==> config.mk <==
export PLATFORM = sky130hd
export DESIGN_NAME = fb_write_arbiter_flat
export DESIGN_NICKNAME = d
export VERILOG_FILES = /design/src/rtl/fb_write_arbiter_if.sv /design/src/rtl/fb_write_arbiter.sv /design/src/flat_wrapper.sv
export SDC_FILE = /design/constraint.sdc
export NUM_CORES = 1
export LEC_CHECK = 0
export ABC_AREA = 1
export CORE_UTILIZATION = 30
export CTS_CLUSTER_DIAMETER = 50
export DETAILED_ROUTE_END_ITERATION = 7
export PLACE_DENSITY = 0.64
export SLEW_MARGIN = 10
export SYNTH_ARGS = -nofsm -noshare
export SYNTH_HDL_FRONTEND = slang
export SYNTH_SLANG_ARGS = --single-unit
==> constraint.sdc <==
create_clock -name clk -period 2.2 [get_ports clk]
set_input_delay 0.33 -clock clk [delete_from_list [all_inputs] [get_ports clk]]
set_output_delay 0.33 -clock clk [all_outputs]
set_load 0.05 [all_outputs]
==> src/rtl/fb_write_arbiter_if.sv <==
// fb_write_arbiter_if
// Bundles the frame-buffer write-arbiter handshake and RAM write bus.
//   Requester A/B : req_x, addr_x, data_x (to arbiter), gnt_x (from arbiter)
//   Clear engine  : clr_start, clr_color (to arbiter), clr_busy, clr_done (from arbiter)
//   Status        : err_oob (from arbiter)
//   RAM write     : mem_addr, mem_data, mem_we (from arbiter)
// The master modport is the game-logic side; the slave modport is the arbiter.
interface fb_write_arbiter_if #(
  parameter int AW = 15,
  parameter int DW = 3
);
  logic          req_a;
  logic [AW-1:0] addr_a;
  logic [DW-1:0] data_a;
  logic          gnt_a;

  logic          req_b;
  logic [AW-1:0] addr_b;
  logic [DW-1:0] data_b;
  logic          gnt_b;

  logic          clr_start;
  logic [DW-1:0] clr_color;
  logic          clr_busy;
  logic          clr_done;

  logic          err_oob;

  logic [AW-1:0] mem_addr;
  logic [DW-1:0] mem_data;
  logic          mem_we;

  modport master (
    output req_a, addr_a, data_a,
    output req_b, addr_b, data_b,
    output clr_start, clr_color,
    input  gnt_a, gnt_b, clr_busy, clr_done, err_oob,
    input  mem_addr, mem_data, mem_we
  );

  modport slave (
    input  req_a, addr_a, data_a,
    input  req_b, addr_b, data_b,
    input  clr_start, clr_color,
    output gnt_a, gnt_b, clr_busy, clr_done, err_oob,
    output mem_addr, mem_data, mem_we
  );
endinterface

==> src/rtl/fb_write_arbiter.sv <==
// fb_write_arbiter
// Shares the single write port of the frame-buffer RAM between two game-logic
// requesters (A, B) and an internal screen-clear engine. At most one RAM write
// per cycle, round-robin between A and B, every output registered.
// Ports:
//   clk  - game clock, rising edge
//   rst  - synchronous active-low reset
//   bus  - fb_write_arbiter_if.slave: requester handshakes, clear control,
//          err_oob status and the RAM write bus (mem_addr/mem_data/mem_we)
module fb_write_arbiter #(
  parameter int AW          = 15,
  parameter int DW          = 3,
  parameter int CLEAR_WORDS = 21120
) (
  input logic               clk,
  input logic               rst,
  fb_write_arbiter_if.slave bus
);

  typedef enum logic {
    ARB,
    CLEAR
  } state_t;

  // One extra bit so CLEAR_WORDS == 2^AW still compares correctly.
  localparam logic [AW:0]   CLR_LIMIT = (AW+1)'(CLEAR_WORDS);
  localparam logic [AW-1:0] CNT_LAST  = AW'(CLEAR_WORDS - 1);

  state_t        state_q, state_d;
  logic          lastB_q, lastB_d;
  logic [AW-1:0] cnt_q, cnt_d;
  logic [DW-1:0] color_q, color_d;

  logic          gntA_q, gntA_d;
  logic          gntB_q, gntB_d;
  logic          busy_q, busy_d;
  logic          done_q, done_d;
  logic          err_q, err_d;
  logic          we_q, we_d;
  logic [AW-1:0] addr_q, addr_d;
  logic [DW-1:0] data_q, data_d;

  logic          eligA, eligB, winB;
  logic [AW-1:0] winAddr;
  logic [DW-1:0] winData;

  // A requester granted last cycle is masked so a held req does not get a
  // second grant while it is being withdrawn. On a tie the requester that did
  // not win last time goes first.
  always_comb begin
    eligA   = bus.req_a & ~gntA_q;
    eligB   = bus.req_b & ~gntB_q;
    winB    = eligB & (~eligA | ~lastB_q);
    winAddr = winB ? bus.addr_b : bus.addr_a;
    winData = winB ? bus.data_b : bus.data_a;
  end

  // Next-state and registered-output logic. The first clear write (address 0)
  // is issued on the same edge that accepts clr_start, so while clearing the
  // counter always equals the address currently on mem_addr.
  always_comb begin
    state_d = state_q;
    lastB_d = lastB_q;
    cnt_d   = cnt_q;
    color_d = color_q;
    gntA_d  = 1'b0;
    gntB_d  = 1'b0;
    busy_d  = 1'b0;
    done_d  = 1'b0;
    err_d   = 1'b0;
    we_d    = 1'b0;
    addr_d  = addr_q;
    data_d  = data_q;

    case (state_q)
      ARB: begin
        if (bus.clr_start) begin
          state_d = CLEAR;
          color_d = bus.clr_color;
          cnt_d   = '0;
          busy_d  = 1'b1;
          we_d    = 1'b1;
          addr_d  = '0;
          data_d  = bus.clr_color;
        end else if (eligA | eligB) begin
          gntA_d  = ~winB;
          gntB_d  = winB;
          lastB_d = winB;
          addr_d  = winAddr;
          data_d  = winData;
          // Out-of-range writes are dropped but still granted so the
          // requester is not left waiting forever.
          if ({1'b0, winAddr} < CLR_LIMIT) begin
            we_d = 1'b1;
          end else begin
            err_d = 1'b1;
          end
        end
      end

      CLEAR: begin
        if (cnt_q == CNT_LAST) begin
          state_d = ARB;
          done_d  = 1'b1;
        end else begin
          cnt_d  = cnt_q + 1'b1;
          busy_d = 1'b1;
          we_d   = 1'b1;
          addr_d = cnt_q + 1'b1;
          data_d = color_q;
        end
      end

      default: begin
        state_d = ARB;
      end
    endcase
  end

  // State and output registers; reset returns to arbitration with the
  // last-winner pointer on B so A wins the first tie.
  always_ff @(posedge clk) begin
    if (!rst) begin
      state_q <= ARB;
      lastB_q <= 1'b1;
      cnt_q   <= '0;
      color_q <= '0;
      gntA_q  <= 1'b0;
      gntB_q  <= 1'b0;
      busy_q  <= 1'b0;
      done_q  <= 1'b0;
      err_q   <= 1'b0;
      we_q    <= 1'b0;
      addr_q  <= '0;
      data_q  <= '0;
    end else begin
      state_q <= state_d;
      lastB_q <= lastB_d;
      cnt_q   <= cnt_d;
      color_q <= color_d;
      gntA_q  <= gntA_d;
      gntB_q  <= gntB_d;
      busy_q  <= busy_d;
      done_q  <= done_d;
      err_q   <= err_d;
      we_q    <= we_d;
      addr_q  <= addr_d;
      data_q  <= data_d;
    end
  end

  assign bus.gnt_a    = gntA_q;
  assign bus.gnt_b    = gntB_q;
  assign bus.clr_busy = busy_q;
  assign bus.clr_done = done_q;
  assign bus.err_oob  = err_q;
  assign bus.mem_we   = we_q;
  assign bus.mem_addr = addr_q;
  assign bus.mem_data = data_q;

endmodule

==> src/flat_wrapper.sv <==
// flat-port wrapper written by rule: the top's interface ports become plain ports
module fb_write_arbiter_flat 
#(
  parameter int AW          = 15,
  parameter int DW          = 3,
  parameter int CLEAR_WORDS = 21120
)
  (clk, rst, bus_req_a, bus_addr_a, bus_data_a, bus_req_b, bus_addr_b, bus_data_b, bus_clr_start, bus_clr_color, bus_gnt_a, bus_gnt_b, bus_clr_busy, bus_clr_done, bus_err_oob, bus_mem_addr, bus_mem_data, bus_mem_we);
  fb_write_arbiter_if #(.AW(AW), .DW(DW)) bus_i ();
  input logic clk;
  input logic rst;
  input wire logic [$bits(bus_i.req_a)-1:0] bus_req_a;
  input wire logic [$bits(bus_i.addr_a)-1:0] bus_addr_a;
  input wire logic [$bits(bus_i.data_a)-1:0] bus_data_a;
  input wire logic [$bits(bus_i.req_b)-1:0] bus_req_b;
  input wire logic [$bits(bus_i.addr_b)-1:0] bus_addr_b;
  input wire logic [$bits(bus_i.data_b)-1:0] bus_data_b;
  input wire logic [$bits(bus_i.clr_start)-1:0] bus_clr_start;
  input wire logic [$bits(bus_i.clr_color)-1:0] bus_clr_color;
  output wire logic [$bits(bus_i.gnt_a)-1:0] bus_gnt_a;
  output wire logic [$bits(bus_i.gnt_b)-1:0] bus_gnt_b;
  output wire logic [$bits(bus_i.clr_busy)-1:0] bus_clr_busy;
  output wire logic [$bits(bus_i.clr_done)-1:0] bus_clr_done;
  output wire logic [$bits(bus_i.err_oob)-1:0] bus_err_oob;
  output wire logic [$bits(bus_i.mem_addr)-1:0] bus_mem_addr;
  output wire logic [$bits(bus_i.mem_data)-1:0] bus_mem_data;
  output wire logic [$bits(bus_i.mem_we)-1:0] bus_mem_we;
  assign bus_i.req_a = bus_req_a;
  assign bus_i.addr_a = bus_addr_a;
  assign bus_i.data_a = bus_data_a;
  assign bus_i.req_b = bus_req_b;
  assign bus_i.addr_b = bus_addr_b;
  assign bus_i.data_b = bus_data_b;
  assign bus_i.clr_start = bus_clr_start;
  assign bus_i.clr_color = bus_clr_color;
  assign bus_gnt_a = bus_i.gnt_a;
  assign bus_gnt_b = bus_i.gnt_b;
  assign bus_clr_busy = bus_i.clr_busy;
  assign bus_clr_done = bus_i.clr_done;
  assign bus_err_oob = bus_i.err_oob;
  assign bus_mem_addr = bus_i.mem_addr;
  assign bus_mem_data = bus_i.mem_data;
  assign bus_mem_we = bus_i.mem_we;
  fb_write_arbiter #(.AW(AW), .DW(DW), .CLEAR_WORDS(CLEAR_WORDS)) u_core (.clk(clk), .rst(rst), .bus(bus_i));
endmodule
# Word-level counts from Yosys, hierarchy flattened
# Index checks and enable logic that the tools add are counted.
# word_totals
out_inout_bits	24
ff_bits	43
word_cells	58
# op_classes
n_eq_ne	4
addsub	1
bitwise	14
n_lt_le_gt_ge	1
n_mux	21
reduce_logical	6
# ops
operator	count
15-bit two-way mux	5
15-bit one-hot mux with 2 select lines	2
15-bit by 1-bit adder with 15-bit output (second input constant)	1
15-bit equality test (second input constant)	1
15-bit less-than comparator (second input constant)	1
3-bit two-way mux	4
1-bit inverter	9
2-bit AND reduction	4
1-bit two-way mux	7
3-bit one-hot mux with 2 select lines	1
2-bit inequality test (second input constant)	2
1-bit one-hot mux with 2 select lines	2
4-bit OR reduction	1
1-bit AND	3
3-bit by 2-bit inequality test with 1-bit output (second input constant)	1
3-bit AND reduction	1
1-bit bitwise OR	2

# Depth between registers and ports, before layout
# Gate-level depths: netlist (run 1).
# depth
ltp_word	11
depth_mapped	12
ltp_nobuf	12

# Worst setup path after synthesis (run 1)
# No wires, ideal clock.
# synth_timing
path_type	register to register
startpoint	register u_core.state_q
endpoint	register u_core.data_q[0], in the netlist u_core.bus.mem_data[0]
arrival_time_ns	1.662
path_stages_with_launch	10
path_slack_ns	0.423
setup_time_ns	0.115
n_path_buf	2
cell_sequence	dfxtp_1 -> buf_2 -> nand3_1 -> nor2_1 -> nand2_4 -> nand2_8 -> inv_4 -> buf_6 -> o211ai_2 -> inv_1
# synth_via
elab_chain_len	3
# synth_rtl
item	line	text
from (decl)	fb_write_arbiter.sv:29	state_t state_q, state_d;
from (signal assigned)	fb_write_arbiter.sv:137	state_q <= state_d;
1-bit inverter	fb_write_arbiter.sv:75	case (state_q)
3-bit by 2-bit inequality test with 1-bit output (no source line)	n/a	
2-bit AND reduction (no source line)	n/a	
to (signal assigned)	fb_write_arbiter.sv:148	data_q <= data_d;
to (decl)	fb_write_arbiter.sv:41	logic [DW-1:0] data_q, data_d;
# Parallel ways exist; a longest one is shown, timed or not.
# A chain may end at the register's enable or synchronous reset.

# Final worst setup path (run 1)
# layout_timing
startpoint	register u_core.gntB_q, in the netlist u_core.bus.gnt_b
endpoint	output port bus_gnt_b
# layout_lines
item	line	text
from (decl)	fb_write_arbiter.sv:35	logic gntB_q, gntB_d;
from (signal assigned)	fb_write_arbiter.sv:142	gntB_q <= gntB_d;
to (decl)	flat_wrapper.sv:21	output wire logic [$bits(bus_i.gnt_b)-1:0] bus_gnt_b;
# No word-level cell between the ends.

==> metrics.csv, run 1 <==
metric,value,unit
clock transition at the registers of the reported paths,0.09,ns
synthesized flop and latch total,43,
Rel. slew slack,64.9,%
Layout Nets,450,
library cells used by synthesis,33,
Max Cap Viol,0,
syn avg cell area,6.75,sq um
Setup WS post-layout,0.374,ns
routed wire length,6580,um
post-CTS sizing,0,
total track usage,17.3,%
die area,7880,sq um
Syn-to-layout area delta,38.8,%
area of the mapped netlist,2260,sq um
Syn Nets,380,
leakage power total,1.31,nW
total global routing overflow,0,
worst vdd ir,0.300,mV
final setup vio count,0,
critical path arrival,1.50,ns
"slowest stage delay, CP",0.82,ns
Longest Clk Path Bufs,2,
Max Clock Freq,548,MHz
ratio of final minimum period to clock period,83.0,%
number of DRC markers in iteration 0,85,
PortBufs,67,
row cnt,31,
CP endpoint kind,output port,
CP max FO,3,
Initial Util,31.2,%
final std cells w/o fill,505,
placed instance area,3040,sq um
htree depth,2,
via count,2392,
actual slew at the worst max-slew pin,0.524,ns
leading area contributor after synthesis,dfxtp_1,
status,finished clean,
share of the synthesized area in the top cell type,38.1,%
Post-CTS Hold Fix Bufs,0,
CP top delay family,buffers and inverters,
critical path type,flip-flop to output port,
"commonest non-fill, non-tap cell in the layout",nand2_1,
share of cells above drive strength 1,9.61,%
Inst Count DP,497,
latest clock arrival within the worst-skew pair,0.31,ns
Power Density,593,nW/um^2
crit path buf inv count,1,
WL/cell,13.0,um
global-route wire length before repair,10300,um
die span in x,88.8,um
DP Wirelength,4920,um
initial antenna violation count,0,
fin util,43.2,%
startpoint types,flip-flop,
cells along the critical path,clkdlybuf4s50_1,
Hold Fails Final Rpt,0,
# Post-CTS Setup Buffers,0,
slowest CP cell,clkdlybuf4s50_1,
drt via density,4.74,
count of antenna diodes in the layout,0,
RePlAce Congestion,0.827,
design area,3140,sq um
Hold Path Class,flip-flop to flip-flop,
final setup TNS,0,ns
Power Total,1.86,mW
largest cells by area after synthesis,"dfxtp_1, nand2_1, a21oi_1, o21ai_0, nor2_1",
CTS Buf Count,5,
Mapped Cells,335,
pre-CTS setup slack,0.0452,ns
Root Driver,clkbuf_8,
most frequent cells in the layout,"nand2_1, clkdlybuf4s50_1, dfxtp_1, nor2_1, a21oi_1",
clock sink count,43,
Core Region,7250,sq um
Post-route DRC,0,
Post-DRT Antenna Nets,0,
CTS tree,built,
number of global-route vias before repair,2219,
number of I/O pins,68,
largest net degree at the start of global routing,20,
Crit path required time,1.87,ns
Period minus WS final,1.83,ns
"Seq/Total Area, Yosys",38.1,%
chip height,88.8,um
Ys Warns,0,
RSZ-0062 raised after global routing,false,
Final Max Slew Viols,0,
Fin Hold WS,0.474,ns
skew final,0.0105,ns
1st-pass router iterations,4,
[path summary, 6_finish.rpt]
check             slack [ns]              start                     end  cells past startpoint
hold / removal          0.47  u_core.color_q[1]       u_core.color_q[1]                      2
setup / recovery        0.37   u_core.bus.gnt_b               bus_gnt_b                      1
setup reg to reg        0.39    u_core.cnt_q[0]  u_core.bus.mem_addr[8]                     10
hold reg to reg         0.47  u_core.color_q[1]       u_core.color_q[1]                      2
[routing by layer]
layer	part of all wire [%]	GRT usage, %
met2	46	29.5
met4	1.4	5.28
met3	5.7	3.36
met1	47	22.2
met5	0	0
[power breakdown]
part           leakage [nW]  internal [mW]  switching, mW
sequential            0.352          0.821         0.0277
combinational         0.916          0.196          0.280
clock                0.0408          0.227          0.306
total                  1.31           1.24          0.614
[state kept, by name (all words and copies together), names as in the netlist]
name and count:
u_core.bus.mem_addr 15, u_core.bus.err_oob 1, u_core.bus.mem_data 3, u_core.bus.mem_we 1
u_core.bus.gnt_a 1, u_core.color_q 3, u_core.bus.clr_done 1, u_core.lastB_q 1
u_core.state_q 1, u_core.bus.gnt_b 1, u_core.cnt_q 15
[logic make-up (layout without fill, tap and decap cells)]
group           count (synthesis)  in the layout  synth area share, %
buf+inv                        46            117                 8.97
fa+ha+maj                       1              1                0.554
simple gates                  156            156                 31.4
flops                          43             43                 38.1
compound gates                 89             89                 21.0
[layout make-up]
cell class / count / area, sq um
clock buffer: 5 / 68.8
clock inverter: 3 / 23.8
fill: 776 / 4120
inverter: 33 / 126
multi-input combinational: 246 / 1200
sequential: 43 / 861
tap: 99 / 124
timing repair buffer: 76 / 736
[cells in the mapped netlist, drive strengths merged]
master	instances
nor3	1
nand4	1
a21oi	38
clkinv	1
nand3	20
buf	9
o21ai	43
clkbuf	4
inv	32
nor2	48
a21o	1
dfxtp	43
ha	1
o21bai	2
o211ai	4
nand3b	2
nand2	79
or2	5
o22ai	1
Note: power is estimated with default switching activity, not from simulation.
==> run 2: changes to the inputs <==
==> constraint.sdc (replaced) <==
create_clock -name clk -period 1.8 [get_ports clk]
set_input_delay 0.27 -clock clk [delete_from_list [all_inputs] [get_ports clk]]
set_output_delay 0.27 -clock clk [all_outputs]
set_load 0.05 [all_outputs]
==> run 2 against run 1 <==
  * Sequential share of layout area down 1.3 points
  * Core utilization up 2.1 points
  * Clock skew up 0.0021 ns
  * Sequential cell count unchanged
  * Cell count up 2.4%
  * Wire length down 0.27%
  * Global-route usage up 0.45 points
  * Hold slack worse by 0.0052 ns
  * Clock power up 44%
  * Combinational power up 31%
  * Non-clock buffer count up 12
  * Critical path type unchanged
  * Largest cell class unchanged
==> metrics.csv, run 2 (synthesized netlist as in run 1, its figures left out) <==
metric,value,unit,change
chip height,88.8,um,unchanged
largest net degree at the start of global routing,20,,unchanged
initial antenna violation count,0,,unchanged
row cnt,31,,unchanged
drt via density,4.66,,was 4.74
R2R cell count,10,,unchanged
RePlAce Congestion,0.876,,was 0.827
PortBufs,67,,unchanged
critical path arrival,1.46,ns,was 1.50 ns
Reg-to-Reg Start,u_core.cnt_q[1],,was u_core.cnt_q[0]
via count,2409,,was 2392
clock transition at the registers of the reported paths,0.09,ns,about the same
WL/cell,12.7,um,was 13.0 um
status,finished clean,,unchanged
die area,7880,sq um,unchanged
worst vdd ir,0.557,mV,was 0.300 mV
Crit path required time,1.53,ns,was 1.87 ns
number of global-route vias before repair,2338,,was 2219
Post-DRT Antenna Nets,0,,unchanged
htree depth,2,,unchanged
Critical Path Start,u_core.bus.mem_data[0],,was u_core.bus.gnt_b
GR Util met1,22.3,%,was 22.2%
count of antenna diodes in the layout,0,,unchanged
Hold Path Class,flip-flop to flip-flop,,unchanged
CP endpoint kind,output port,,unchanged
RSZ-0062 raised after global routing,false,,unchanged
area of the multi-input gates,1200,sq um,about the same
number of I/O pins,68,,unchanged
ratio of final minimum period to clock period,96.2,%,
crit path buf inv count,1,,unchanged
pre-CTS setup slack,-0.156,ns,was 0.0452 ns
actual slew at the worst max-slew pin,0.510,ns,was 0.524 ns
most frequent cells in the layout,"nand2_1, clkdlybuf4s50_1, dfxtp_1, nor2_1, a21oi_1",,unchanged
"commonest non-fill, non-tap cell in the layout",nand2_1,,unchanged
CTS Buf Count,5,,unchanged
CP max FO,2,,was 3
clock sink count,43,,unchanged
Period minus WS final,1.73,ns,
met2 usage,30.5,%,was 29.5%
leakage power total,1.46,nW,was 1.31 nW
Worst path depth,1,,unchanged
DP Wirelength,5070,um,was 4920 um
critical path type,flip-flop to output port,,unchanged
Core Region,7250,sq um,unchanged
worst hold path depth,2,,unchanged
fin util,45.3,%,was 43.2%
cells along the critical path,clkdlybuf4s50_1,,unchanged
final setup TNS,0,ns,unchanged
Root Driver,clkbuf_8,,unchanged
skew final,0.0126,ns,was 0.0105 ns
Post-route DRC,0,,unchanged
Inst Count DP,509,,was 497
routed wire length,6570,um,was 6580 um
Reg area,861,sq um,unchanged
final std cells w/o fill,517,,was 505
final setup vio count,0,,unchanged
latest clock arrival within the worst-skew pair,0.31,ns,about the same
die span in x,88.8,um,unchanged
Post-CTS Hold Fix Bufs,0,,unchanged
total global routing overflow,0,,unchanged
Power Density,739,nW/um^2,was 593 nW/um^2
Max Clock Freq,577,MHz,
most crowded layer after global routing,met2,,unchanged
CTS tree,built,,unchanged
M3 GR Usage,3.73,%,was 3.36%
Hold Fails Final Rpt,0,,unchanged
share of cells above drive strength 1,14.6,%,was 9.61%
Longest Clk Path Bufs,2,,unchanged
global-route wire length before repair,10700,um,was 10300 um
Fillers,749,,was 776
worst hold start,u_core.color_q[2],,was u_core.color_q[1]
Syn-to-layout area delta,45.5,%,was 38.8%
Layout Nets,462,,was 450
CP top delay family,buffers and inverters,,unchanged
startpoint types,flip-flop,,unchanged
Final Max Slew Viols,0,,unchanged
number of DRC markers in iteration 0,100,,was 85
slowest CP cell,clkdlybuf4s50_1,,unchanged
Max Cap Viol,0,,unchanged
Rel. slew slack,65.9,%,was 64.9%
Initial Util,31.2,%,unchanged
Setup WS post-layout,0.0683,ns,was 0.374 ns
Fin Hold WS,0.468,ns,was 0.474 ns
total track usage,17.8,%,was 17.3%
"slowest stage delay, CP",0.81,ns,was 0.82 ns
1st-pass router iterations,4,,unchanged
==> run 2: cell count changes in the layout (fill, tap and decap cells not counted), sizes merged <==
cell,previous run,this run
inv,33,32
buf,10,31
clkdlybuf4s50,66,54
clkinv,1,3
clkinvlp,2,0
bufinv,0,1
dlymetal6s2s,0,3
==> run 2: final timing paths <==
kind                             end  slack, ns
max                  bus_mem_data[0]       0.07
min                u_core.color_q[2]       0.47
max reg2reg  u_core.bus.mem_addr[13]       0.15
min reg2reg        u_core.color_q[2]       0.47
==> run 2: where the power goes <==
group	internal (mW)	switching [mW]	leakage, nW
Sequential	1.00	0.0350	0.352
Combinational	0.273	0.349	1.05
Clock	0.414	0.355	0.0581
==> run 2: area by class of cell <==
type | count | area share [%]
multi-input cells | 246 | 36.5
repair buffers | 88 | 26.3
flip-flops and latches | 43 | 26.2
inverters | 33 | 3.84
well taps | 99 | 3.77
clock buffers | 5 | 2.09
clock inverters | 3 | 1.33
==> run 2: per-layer routing <==
metal  routed length (um)  up-vias
met3                  399       10
met2                 3030       72
li1                     -     1260
met4                   94        0
met5                    0        -
met1                 3040     1067
==> run 2: what timing repair did <==
item / CTS / global route
endpoints found under the setup margin: 0 / 10
resized for setup: 0 / 7
buffers inserted: 0 / 0
endpoints found under the hold margin: 0 / 0
==> run 2: per-stage QoR <==
step | area (sq um) | power, mW
CTS | 3270 | 2.44
global route | 3290 | 2.55
floorplan | 2260 | 1.40
detailed placement | 3160 | 1.68
global placement | 3160 | 1.68
finish | 3290 | 2.43
==> run 3: changes to the inputs <==
==> constraint.sdc (replaced) <==
create_clock -name clk -period 1.8 [get_ports clk]
set_input_delay 0.45 -clock clk [delete_from_list [all_inputs] [get_ports clk]]
set_output_delay 0.45 -clock clk [all_outputs]
set_load 0.05 [all_outputs]
==> run 3 against run 2 <==
  * Critical path depth increased by 8
  * Setup slack improved by 0.046 ns
  * Sequential power is essentially flat
  * Power fell by 5.5%
  * Maximum frequency increased by 2.8%
  * Largest power group unchanged
==> metrics.csv, run 3 (synthesized netlist as in run 1, its figures left out) <==
metric,value,unit,change
critical path arrival,1.87,ns,was 1.46 ns
via count,2394,,was 2409
total global routing overflow,0,,unchanged
Worst path depth,9,,was 1
Period minus WS final,1.69,ns,was 1.73 ns
row cnt,31,,unchanged
Max Clock Freq,593,MHz,was 577 MHz
ratio of final minimum period to clock period,93.6,%,was 96.2%
final setup vio count,0,,unchanged
RSZ-0062 raised after global routing,false,,unchanged
WL/cell,12.7,um,about the same
largest net degree at the start of global routing,20,,unchanged
clock transition at the registers of the reported paths,0.08,ns,was 0.09 ns
die span in x,88.8,um,unchanged
share of cells above drive strength 1,19.4,%,was 14.6%
chip height,88.8,um,unchanged
"commonest non-fill, non-tap cell in the layout",nand2_1,,unchanged
Syn-to-layout area delta,44.9,%,was 45.5%
design area,3270,sq um,was 3290 sq um
R2R cell count,10,,unchanged
placed instance area,3160,sq um,about the same
Reg-to-Reg Start,u_core.cnt_q[1],,unchanged
Rel. slew slack,72.5,%,was 65.9%
WHS Endpoint,u_core.bus.mem_addr[2],,was u_core.color_q[2]
"slowest stage delay, CP",0.45,ns,was 0.81 ns
Max Cap Viol,0,,unchanged
Inst Count DP,513,,was 509
drt via density,4.60,,was 4.66
Final Max Slew Viols,0,,unchanged
CP endpoint kind,flip-flop,,was output port
DP Wirelength,5120,um,was 5070 um
leakage power total,1.46,nW,about the same
metal2 WL,3100,um,was 3030 um
status,finished clean,,unchanged
CP max FO,6,,was 2
Initial Util,31.2,%,unchanged
1st-pass router iterations,4,,unchanged
Fillers,757,,was 749
Core Region,7250,sq um,unchanged
number of DRC markers in iteration 0,98,,was 100
R2R setup slack,0.16,ns,was 0.15 ns
M1 WL,3060,um,was 3040 um
routed wire length,6610,um,was 6570 um
cells along the critical path,clkdlybuf4s50_1 > inv_1 > o21ai_0 > inv_1 > nand2_1 > nand2_8 > buf_4 > a21oi_1 > a21oi_1,,was clkdlybuf4s50_1
skew final,0.00557,ns,was 0.0126 ns
worst hold start,u_core.bus.mem_addr[2],,was u_core.color_q[2]
Crit path required time,1.98,ns,was 1.53 ns
Root Driver,clkbuf_8,,unchanged
critical path type,input port to flip-flop,,was flip-flop to output port
slowest CP cell,clkdlybuf4s50_1,,unchanged
worst vdd ir,0.422,mV,was 0.557 mV
startpoint types,input port,,was flip-flop
number of I/O pins,68,,unchanged
number of global-route vias before repair,2306,,was 2338
Fin Hold WS,0.468,ns,about the same
Power Density,701,nW/um^2,was 739 nW/um^2
Top Metal Used,met4,,unchanged
Power Total,2.30,mW,was 2.43 mW
htree depth,2,,unchanged
worst hold path depth,2,,unchanged
latest clock arrival within the worst-skew pair,0.29,ns,was 0.31 ns
global-route wire length before repair,10800,um,was 10700 um
RR Endpoint,u_core.cnt_q[14],,was u_core.bus.mem_addr[13]
final std cells w/o fill,521,,was 517
Hold Path Class,flip-flop to flip-flop,,unchanged
initial antenna violation count,0,,unchanged
Post-DRT Antenna Nets,0,,unchanged
CTS tree,built,,unchanged
Longest Clk Path Bufs,2,,unchanged
Hold Fails Final Rpt,0,,unchanged
Post-route DRC,0,,unchanged
Layout Nets,467,,was 462
actual slew at the worst max-slew pin,0.412,ns,was 0.510 ns
clock sink count,43,,unchanged
CP top delay family,buffers and inverters,,unchanged
die area,7880,sq um,unchanged
PortBufs,67,,unchanged
CTS Buf Count,5,,unchanged
Met3 Wirelength,402,um,was 399 um
count of antenna diodes in the layout,0,,unchanged
most frequent cells in the layout,"nand2_1, buf_4, clkdlybuf4s50_1, dfxtp_1, nor2_1",,"was nand2_1, clkdlybuf4s50_1, dfxtp_1, nor2_1, a21oi_1"
RePlAce Congestion,0.859,,was 0.876
crit path buf inv count,4,,was 1
total track usage,17.6,%,was 17.8%
-- run 3: area by class of cell --
type                            instances  area (sq um)  area share [%]
Clock buffer                            6          82.6            2.52
Clock inverter                          1          5.00           0.153
Inverter                               33           126            3.86
Multi-Input combinational cell        246          1220            37.3
Sequential cell                        43           861            26.3
Tap cell                               99           124            3.78
Timing Repair Buffer                   93           856            26.1
-- run 3: metrics by stage --
stage / setup WS, ns / utilization, % / setup TNS (ns)
global route: 0.0122 / 45.1 / 0
CTS: 0.0575 / 44.7 / 0
floorplan: 0.0233 / - / 0
finish: 0.115 / 45.1 / 0
detailed placement: -0.322 / 43.5 / -4.83
global placement: -0.263 / 43.5 / -4.10
-- run 3: worst register-to-register path, stage by stage, from the launching register on --
cell and delay (ns):
dfxtp_1 0.36, ha_2 0.21, nand2_2 0.08, nor2_4 0.12, nand2_4 0.09, nor2_8 0.11, nand2_4 0.11, nand2_2 0.13
inv_2 0.11, o21ai_0 0.16, a21oi_1 0.05
-- run 3: worst max-delay path by stage --
stage,start,endpoint,slack [ns]
finish,bus_req_b,u_core.bus.mem_addr[10],0.11
global route,bus_req_b,u_core.bus.mem_addr[9],0.01
CTS,bus_req_b,u_core.bus.mem_data[2],0.06
detailed placement,bus_req_b,u_core.bus.mem_data[2],-0.32
global placement,bus_req_b,u_core.bus.mem_data[0],-0.26
floorplan,u_core.state_q,u_core.bus.mem_data[0],0.02
-- run 3: repair_timing --
item,4_1_cts,5_1_grt
buffers inserted,0,1
pin swaps,0,1
endpoints found under the setup margin,1,10
gates resized for setup,1,7
hold buffers,0,0
-- run 3: per-layer routing --
layer	GRT usage (%)	vias up
met1	22.5	1062
li1	-	1269
met2	30.5	59
met3	3.54	4
met4	4.11	0
met5	0	-
-- run 3: power by group --
group	switching (mW)	total, mW	internal (mW)
combinational	0.353	0.631	0.278
clock	0.323	0.624	0.302
sequential	0.0374	1.04	1.00
total	0.713	2.30	1.58
